## config.mk

```make
export PLATFORM = sky130hd
export DESIGN_NAME = approx_mult_pipe_flat
export DESIGN_NICKNAME = d
export VERILOG_FILES = /design/src/rtl/approx_mult_pkg.sv /design/src/rtl/approx_mult_pipe_if.sv /design/src/rtl/approx_mult_core.sv /design/src/rtl/approx_mult_pipe.sv /design/src/flat_wrapper.sv
export SDC_FILE = /design/constraint.sdc
export NUM_CORES = 1
export LEC_CHECK = 0
export ABC_AREA = 1
export CAP_MARGIN = 10
export CORE_ASPECT_RATIO = 2
export CORE_MARGIN = 2
export CORE_UTILIZATION = 33
export DETAILED_ROUTE_END_ITERATION = 7
export PLACE_DENSITY = 0.52
export SKIP_CTS_REPAIR_TIMING = 1
export SLEW_MARGIN = 20
export SYNTH_ARGS = -nofsm -noshare
export SYNTH_HDL_FRONTEND = slang
export SYNTH_SLANG_ARGS = --single-unit
```

## constraint.sdc

```tcl
create_clock -name clk -period 2.2 [get_ports clk]
set_clock_uncertainty 0.2 [all_clocks]
set_input_delay 0.66 -clock clk [delete_from_list [all_inputs] [get_ports clk]]
set_output_delay 0.66 -clock clk [all_outputs]
set_load 0.005 [all_outputs]
```

## src/rtl/approx_mult_pkg.sv

```systemverilog
// approx_mult_pkg: parameter legality checks and compensation-position helper shared by the multiplier pipeline
package approx_mult_pkg;

    function automatic bit params_ok(input int width, input int trunc, input int stages);
        return width >= 4 && width <= 32 && trunc >= 0 && trunc <= width - 2 && stages >= 1 && stages <= 4;
    endfunction

    function automatic int comp_pos(input int width, input int trunc);
        return width + trunc - 2;
    endfunction

endpackage

```

## src/rtl/approx_mult_pipe_if.sv

```systemverilog
// approx_mult_pipe_if: operand/result handshake bundle for the approximate multiplier pipeline
interface approx_mult_pipe_if #(parameter int WIDTH = 8);
    logic               in_valid;
    logic               in_ready;
    logic [WIDTH-1:0]   x;
    logic [WIDTH-1:0]   y;
    logic               in_exact;
    logic               out_valid;
    logic               out_ready;
    logic [2*WIDTH-1:0] z;
    logic               out_exact;
    logic [31:0]        txn_count;
    modport master (output in_valid, x, y, in_exact, out_ready,
                    input  in_ready, out_valid, z, out_exact, txn_count);
    modport slave  (input  in_valid, x, y, in_exact, out_ready,
                    output in_ready, out_valid, z, out_exact, txn_count);
endinterface

```

## src/rtl/approx_mult_core.sv

```systemverilog
// approx_mult_core: combinational exact or truncated-with-compensation unsigned product
module approx_mult_core
    import approx_mult_pkg::*;
#(
    parameter int WIDTH = 8,
    parameter int TRUNC = 2
) (
    input  logic [WIDTH-1:0]   x,
    input  logic [WIDTH-1:0]   y,
    input  logic               exact,
    output logic [2*WIDTH-1:0] p
);
    logic [2*WIDTH-1:0] full;
    logic [2*WIDTH-1:0] trunc_prod;
    logic [2*WIDTH-1:0] comp;
    assign full       = (2*WIDTH)'(x) * (2*WIDTH)'(y);
    assign trunc_prod = ((2*WIDTH)'(x >> TRUNC) * (2*WIDTH)'(y)) << TRUNC;
    // Compensation re-adds the expected weight of the dropped low x bits
    if (TRUNC >= 2) begin : g_comp
        localparam int CP = comp_pos(WIDTH, TRUNC);
        assign comp = (2*WIDTH)'(y[WIDTH-1] & x[TRUNC-1]) << CP;
    end else begin : g_nocomp
        assign comp = '0;
    end
    assign p = exact ? full : trunc_prod + comp;
endmodule

```

## src/rtl/approx_mult_pipe.sv

```systemverilog
// approx_mult_pipe: valid/ready pipelined approximate multiplier with output handshake counter
module approx_mult_pipe
    import approx_mult_pkg::*;
#(
    parameter int WIDTH  = 8,
    parameter int TRUNC  = 2,
    parameter int STAGES = 2
) (
    input logic            clk,
    input logic            rst_n,
    approx_mult_pipe_if.slave bus
);
    logic                             en;
    logic [2*WIDTH-1:0]               prod;
    logic [STAGES-1:0]                v;
    logic [STAGES-1:0]                e;
    logic [STAGES-1:0][2*WIDTH-1:0]   p;
    logic [31:0]                      txn_cnt;
    if (!params_ok(WIDTH, TRUNC, STAGES)) begin : g_bad_params
        $fatal(1, "approx_mult_pipe: illegal WIDTH/TRUNC/STAGES");
    end
    // Whole pipeline moves as one unit; a stalled full output freezes every stage
    assign en            = ~v[STAGES-1] | bus.out_ready;
    assign bus.in_ready  = en;
    assign bus.out_valid = v[STAGES-1];
    assign bus.z         = p[STAGES-1];
    assign bus.out_exact = e[STAGES-1];
    assign bus.txn_count = txn_cnt;
    approx_mult_core #(.WIDTH(WIDTH), .TRUNC(TRUNC)) u_core (
        .x     (bus.x),
        .y     (bus.y),
        .exact (bus.in_exact),
        .p     (prod)
    );
    always_ff @(posedge clk or negedge rst_n) begin
        if (!rst_n) begin
            v <= '0;
            e <= '0;
            p <= '0;
        end else if (en) begin
            v[0] <= bus.in_valid;
            e[0] <= bus.in_exact;
            p[0] <= prod;
            for (int i = 1; i < STAGES; i++) begin
                v[i] <= v[i-1];
                e[i] <= e[i-1];
                p[i] <= p[i-1];
            end
        end
    end
    always_ff @(posedge clk or negedge rst_n) begin
        if (!rst_n) txn_cnt <= '0;
        else if (v[STAGES-1] & bus.out_ready) txn_cnt <= txn_cnt + 32'd1;
    end
endmodule
```

## src/flat_wrapper.sv

```systemverilog
// flat-port wrapper written by rule: the top's interface ports become plain ports
module approx_mult_pipe_flat import approx_mult_pkg::*;
#(
    parameter int WIDTH  = 8,
    parameter int TRUNC  = 2,
    parameter int STAGES = 2
)
  (clk, rst_n, bus_in_valid, bus_x, bus_y, bus_in_exact, bus_out_ready, bus_in_ready, bus_out_valid, bus_z, bus_out_exact, bus_txn_count);
  approx_mult_pipe_if #(.WIDTH(WIDTH)) bus_i ();
  input logic clk;
  input logic rst_n;
  input wire logic [$bits(bus_i.in_valid)-1:0] bus_in_valid;
  input wire logic [$bits(bus_i.x)-1:0] bus_x;
  input wire logic [$bits(bus_i.y)-1:0] bus_y;
  input wire logic [$bits(bus_i.in_exact)-1:0] bus_in_exact;
  input wire logic [$bits(bus_i.out_ready)-1:0] bus_out_ready;
  output wire logic [$bits(bus_i.in_ready)-1:0] bus_in_ready;
  output wire logic [$bits(bus_i.out_valid)-1:0] bus_out_valid;
  output wire logic [$bits(bus_i.z)-1:0] bus_z;
  output wire logic [$bits(bus_i.out_exact)-1:0] bus_out_exact;
  output wire logic [$bits(bus_i.txn_count)-1:0] bus_txn_count;
  assign bus_i.in_valid = bus_in_valid;
  assign bus_i.x = bus_x;
  assign bus_i.y = bus_y;
  assign bus_i.in_exact = bus_in_exact;
  assign bus_i.out_ready = bus_out_ready;
  assign bus_in_ready = bus_i.in_ready;
  assign bus_out_valid = bus_i.out_valid;
  assign bus_z = bus_i.z;
  assign bus_out_exact = bus_i.out_exact;
  assign bus_txn_count = bus_i.txn_count;
  approx_mult_pipe #(.WIDTH(WIDTH), .TRUNC(TRUNC), .STAGES(STAGES)) u_core (.clk(clk), .rst_n(rst_n), .bus(bus_i));
endmodule
```

## Word level (Yosys, flattened, before mapping)

Cells that the tools add are included.

| storage, ports and cells | value |
|---|---|
| register bits | 68 |
| output and inout bits | 51 |
| word-level logic and storage cells | 14 |
| input bits | 21 |

| cells by class | value |
|---|---|
| mux-type cells | 1 |
| bitwise operators | 4 |
| multipliers | 2 |
| add/sub/neg operators | 2 |

Operators with widths:

| operator | number |
|---|---|
| $add A32 B1 Y32 const B | 1 |
| $add A16 B16 Y16 | 1 |
| $mul A8 B8 Y16 | 1 |
| $mux W16 | 1 |
| $mul A6 B8 Y14 | 1 |
| $and A1 B1 Y1 | 2 |
| $not A1 Y1 | 1 |
| $or A1 B1 Y1 | 1 |

## Logic depth before layout (Yosys ltp)

Gate-level depths: netlist of run 1.

| depth | value |
|---|---|
| word-level depth | 3 |
| depth in mapped cells | 25 |
| depth with buffers taken out | 24 |

## Modules after synthesis

A second synthesis of run 1 with hierarchy kept.

| unflattened totals | value |
|---|---|
| cell total of the unflattened synthesis | 930 |
| area, all modules | 7104.3 um2 |

By module, submodules not included:

| module | instances | seq. area each (um2) | area each (um2) | cells each |
|---|---|---|---|---|
| approx_mult_core | 1 | 0.0 | 3854.9 | 574 |
| approx_mult_pipe | 1 | 1701.6 | 3249.4 | 356 |

## Worst setup path after synthesis of run 1

OpenSTA, ideal clock, no wires.

| path | value |
|---|---|
| path kind | in2reg |
| start point | input port bus_x[2] |
| end point | register u_core.p[12] (netlist bit) |
| path buffers | 1 |
| arrival | 4.504 ns |
| data required time | 1.923 ns |
| library setup time | 0.077 ns |
| cell stages on the path | 18 |
| path slack | -2.582 ns |
| path through | clkbuf_1 nand2_1 fa_1 fa_1 inv_1 fa_1 inv_1 fa_1 inv_1 ha_1 a21oi_1 a21boi_0 o21ai_0 nand2_1 nand2_1 nand2_1 nand3_1 a21oi_1 |

| on the way | value |
|---|---|
| word-level cells in the longest chain between the ends | 3 |
| elaborated cells between the ends (all ways) | 4 |
| classes of those cells | add/sub (1); mul (2); mux (1) |

RTL lines:

| element | line | text |
|---|---|---|
| start, declared | flat_wrapper.sv:13 | `input wire logic [$bits(bus_i.x)-1:0] bus_x;` |
| $mul A6 B8 Y14 | approx_mult_core.sv:17 | `assign trunc_prod = ((2*WIDTH)'(x >> TRUNC) * (2*WIDTH)'(y)) << TRUNC;` |
| $add A16 B16 Y16 | approx_mult_core.sv:25 | `assign p = exact ? full : trunc_prod + comp;` |
| $mux W16 * | approx_mult_core.sv:25 |  |
| end signal, assigned by index | approx_mult_pipe.sv:47 | `p[i] <= p[i-1];` |
| end, declared | approx_mult_pipe.sv:17 | `logic [STAGES-1:0][2*WIDTH-1:0] p;` |

Mark *: on every way between the ends. The rest lies on a longest branch, timed or not.
A chain may end at the register's enable or synchronous reset.

## Final worst setup path of run 1

| path | value |
|---|---|
| start point | input port bus_y[2] |
| end point | register u_core.p[12] (netlist bit) |

| on the way | value |
|---|---|
| word-level cells in the longest chain between the ends | 3 |
| elaborated cells between the ends (all ways) | 4 |
| classes of those cells | add/sub (1); mul (2); mux (1) |

RTL lines:

| element | line | text |
|---|---|---|
| start, declared | flat_wrapper.sv:14 | `input wire logic [$bits(bus_i.y)-1:0] bus_y;` |
| $mul A6 B8 Y14 | approx_mult_core.sv:17 |  |
| $add A16 B16 Y16 | approx_mult_core.sv:25 |  |
| $mux W16 * | approx_mult_core.sv:25 |  |

Marks and branches as above.

==> results of run 1 <==
## cells in the final DEF, fill, tap and decap left out, types with 10 or more instances in the layout
cell type        netlist  final
nand3_1               34     33
nand2_1              237    206
o21ai_1                0     10
clkdlybuf4s50_1        0     51
nor2_1                34     28
buf_6                  0     22
ha_1                  61     41
xnor2_1               16     16
fa_1                  56     52
nand2_2                2     25
buf_4                 16    105
dfrtp_1               68     59
xor2_1                22     22
inv_1                191    175
nand4_1               11     11
a21oi_1               32     23
ha_4                   0     19
nand2_4                3     10
inv_2                  0     16
## cell families (layout without fill, tap and decap cells)
kind of cell             Yosys count  in the layout
AO/OA/AOI/OAI                     66             66
adder cells (fa/ha/maj)          117            117
AND/OR/NAND/NOR                  339            339
multiplexers                       1              1
buffers and inverters            232            399
XOR/XNOR                          38             38
flip-flops                        68             68
## per-stage QoR
step / area, sq um / std cells / util / setup slack (ns)
final: 9380 / 1290 / 0.471 / -2.02
after detailed placement: 8600 / 1266 / 0.432 / -2.97
after global placement: 8600 / 1266 / 0.432 / -2.95
after CTS: 8950 / 1282 / 0.449 / -2.64
after global routing: 9380 / 1290 / 0.471 / -2.22
after floorplan: 7110 / 861 / - / -2.07
## power by group through the flow
stage                     clock [uW]  sequential, uW  combinational [uW]
final                           1660            1740                4980
after global routing            1750            1780                5580
after CTS                       1700            1750                4460
after detailed placement           0            1770                4430
after global placement             0            1770                4390
after floorplan                    0            1700                2830
## per-layer routing
| layer | up-vias | GRT usage | part of all wire |
|---|---|---|---|
| met5 | - | 0 | 0 |
| met3 | 45 | 0.0155 | 0.022 |
| met1 | 2704 | 0.152 | 0.32 |
| met4 | 0 | 0.0838 | 0.049 |
| li1 | 2903 | - | - |
| met2 | 106 | 0.372 | 0.60 |
## path summary, 6_finish.rpt
kind / from / slack [ns] / cells after the start / to
worst min register to register: u_core.v[0] / 0.26 / 2 / u_core.v[1]
max in group asynchronous: rst_n / 1.26 / 2 / u_core.bus.txn_count[22]
worst min-delay path: rst_n / 0.008 / 1 / u_core.bus.txn_count[6]
worst max register to register: u_core.bus.txn_count[1] / 0.21 / 10 / u_core.bus.txn_count[26]
worst max-delay path: bus_y[2] / -2.02 / 21 / u_core.p[12]
min in group clk: u_core.v[0] / 0.26 / 2 / u_core.v[1]
## flip-flops by register name (all words and copies together), names as in the netlist
signal                flops
u_core.bus.txn_count     32
u_core.bus.z             16
u_core.e                  2
u_core.p                 16
u_core.v                  2
## area by class of cell
cell class,count,area share
timing repair buffer,191,0.181
inverter,192,0.0768
multi-input combinational,561,0.487
sequential,68,0.183
clock inverter,6,0.0119
tap,262,0.0349
clock buffer,10,0.0255
==> qor.yml, run 1 <==
synth:
  yosysMostFrequentCell: "nand2_1"
  synth_area_leaders: "dfrtp_1 (25%), fa_1 (17%), nand2_1 (13%)"
  synth_top_area_frac: 0.254
  async_reset_ff_frac: 1.00
  synth_compound_area_frac: 0.0532
  syn-cell-area_sq_mm: 0.00670
  synth_xor_area_frac: 0.0497
  synth_warnings: 0
  synth_fa_ha_area_frac: 0.281
  syn_area_per_cell_sq_um: 7.78
  syn_nets: 999
  synthTopCellsByCount: "nand2_1 (237), inv_1 (191), dfrtp_1 (68)"
  ys_seq_area_frac: 0.254
  synth_ff_type: "dfrtp_1"
  synth_seq_cells: 68
  yosys.area_share.simple: 0.221
  synth-edff-count: 0
  synthMuxAreaShare: 0.00168
  synth_top_family_by_area: "adder cells"
  syn-instance-count: 861
  ys_types: 37
  yosysTopAreaCell: "dfrtp_1"
sta:
  min_period_ns: 4.22
  setup_viol: 14
  worst_slack_ns: -2.02
  rsz0062_at_grt: "yes"
  max_freq_mhz: 237
  timing.final.hold_violations: 0
  post-route-period-util: 1.92
  tns_ns: -21.76
  hold_ws_ns: 0.00822
  final-max-slew-violation-count: 0
  worst_pin_slew_ns: 0.369
  slew_headroom: 0.753
setup_path:
  worstPathArrival_ns: 4.27
  crit_type: "input port to flop"
  end_kind: "flop"
  cp_cell_sequence: "buf_8, buf_6, nand2_4, inv_2, fa_1, inv_1, fa_1, inv_1, fa_1, inv_1, fa_1, inv_2, ha_4, a21oi_4, a21boi_4, o21ai_2, nand2_1, nand2_1, nand2_1, nand3_2, a21oi_2"
  path_buf_inv: 7
  critPathMaxFanout: 4
  slowest_delay_ns: 0.53
  crit_top_cell: "fa_1"
  cp-start-kind: "input port"
  cpLargestDelayFamily: "adder cells"
  cp_slowest_cell: "fa_1"
  critPathRequiredTime_ns: 2.25
global_route:
  grt.total_usage: 0.173
  grt_overflow: 0
  grt_pass1_vias: 6192
  grt_max_degree: 41
  grt_pass1_wl_um: 29200
  antenna_found_initial: 0
pwr:
  powerDensity_mw_per_mm2: 894
  total_leakage_power_uw: 0.00513
  finalPower_uw: 8390
  p_int_uw: 5140
  pwr-share-comb: 0.594
  peakVddDrop_mv: 0.396
  p_seq_frac: 0.208
  clkPwrFrac: 0.198
  swShare: 0.387
  switchingPower_uw: 3240
status:
  violations: "negative setup slack"
  status: "finished with violations"
routing:
  wirelength_um: 17900
  viasPerCell: 4.46
  route.detailed.drc: 0
  drt_iter0_markers: 133
  num_vias: 5758
  drtAntennaViolNets: 0
  dr.pass1.iters: 4
  wl_per_cell_um: 13.9
final_layout:
  fill_cells: 2068
  antenna_cells: 0
  nets: 1161
  area_delta_synth_final_pct: 40.0
  regArea_sq_mm: 0.00171
  drive_gt1_frac: 0.267
  multiInputGateArea_sq_mm: 0.00457
die:
  die_w_um: 105
  initial_core_util: 0.336
  core_sq_mm: 0.0199
  dieHeight_um: 206
  dieArea_sq_mm: 0.0215
  rows: 73
  num_io_pins: 72
cts:
  cts.sinks: 68
  cts_buffers: 9
  clk_pin_slew_worst_paths_ns: 0.06
  root_buffer: "clkbuf_16"
  clk_latency_ns: 0.33
  cts_buffer_depth: 2
  h-tree-depth: 3
  cts_tree: "done"
placed_design:
  dp_hpwl_um: 15200
  gp_congestion: 0.912
  io_buffer_count: 71
run:
  drv_cap: 0
min_path:
  hold_path_class: "input port to asynchronous set/reset pin"
No activity file was read; power rests on OpenSTA's default activity.
==> run 2: changes to the inputs <==
--- a/config.mk
+++ b/config.mk
@@ -13,7 +13,6 @@
 export DETAILED_ROUTE_END_ITERATION = 7
 export PLACE_DENSITY = 0.52
 export SKIP_CTS_REPAIR_TIMING = 1
-export SLEW_MARGIN = 20
 export SYNTH_ARGS = -nofsm -noshare
 export SYNTH_HDL_FRONTEND = slang
 export SYNTH_SLANG_ARGS = --single-unit
==> results of run 2 <==
Final layout, timing and power as in run 1 (identical DEF).
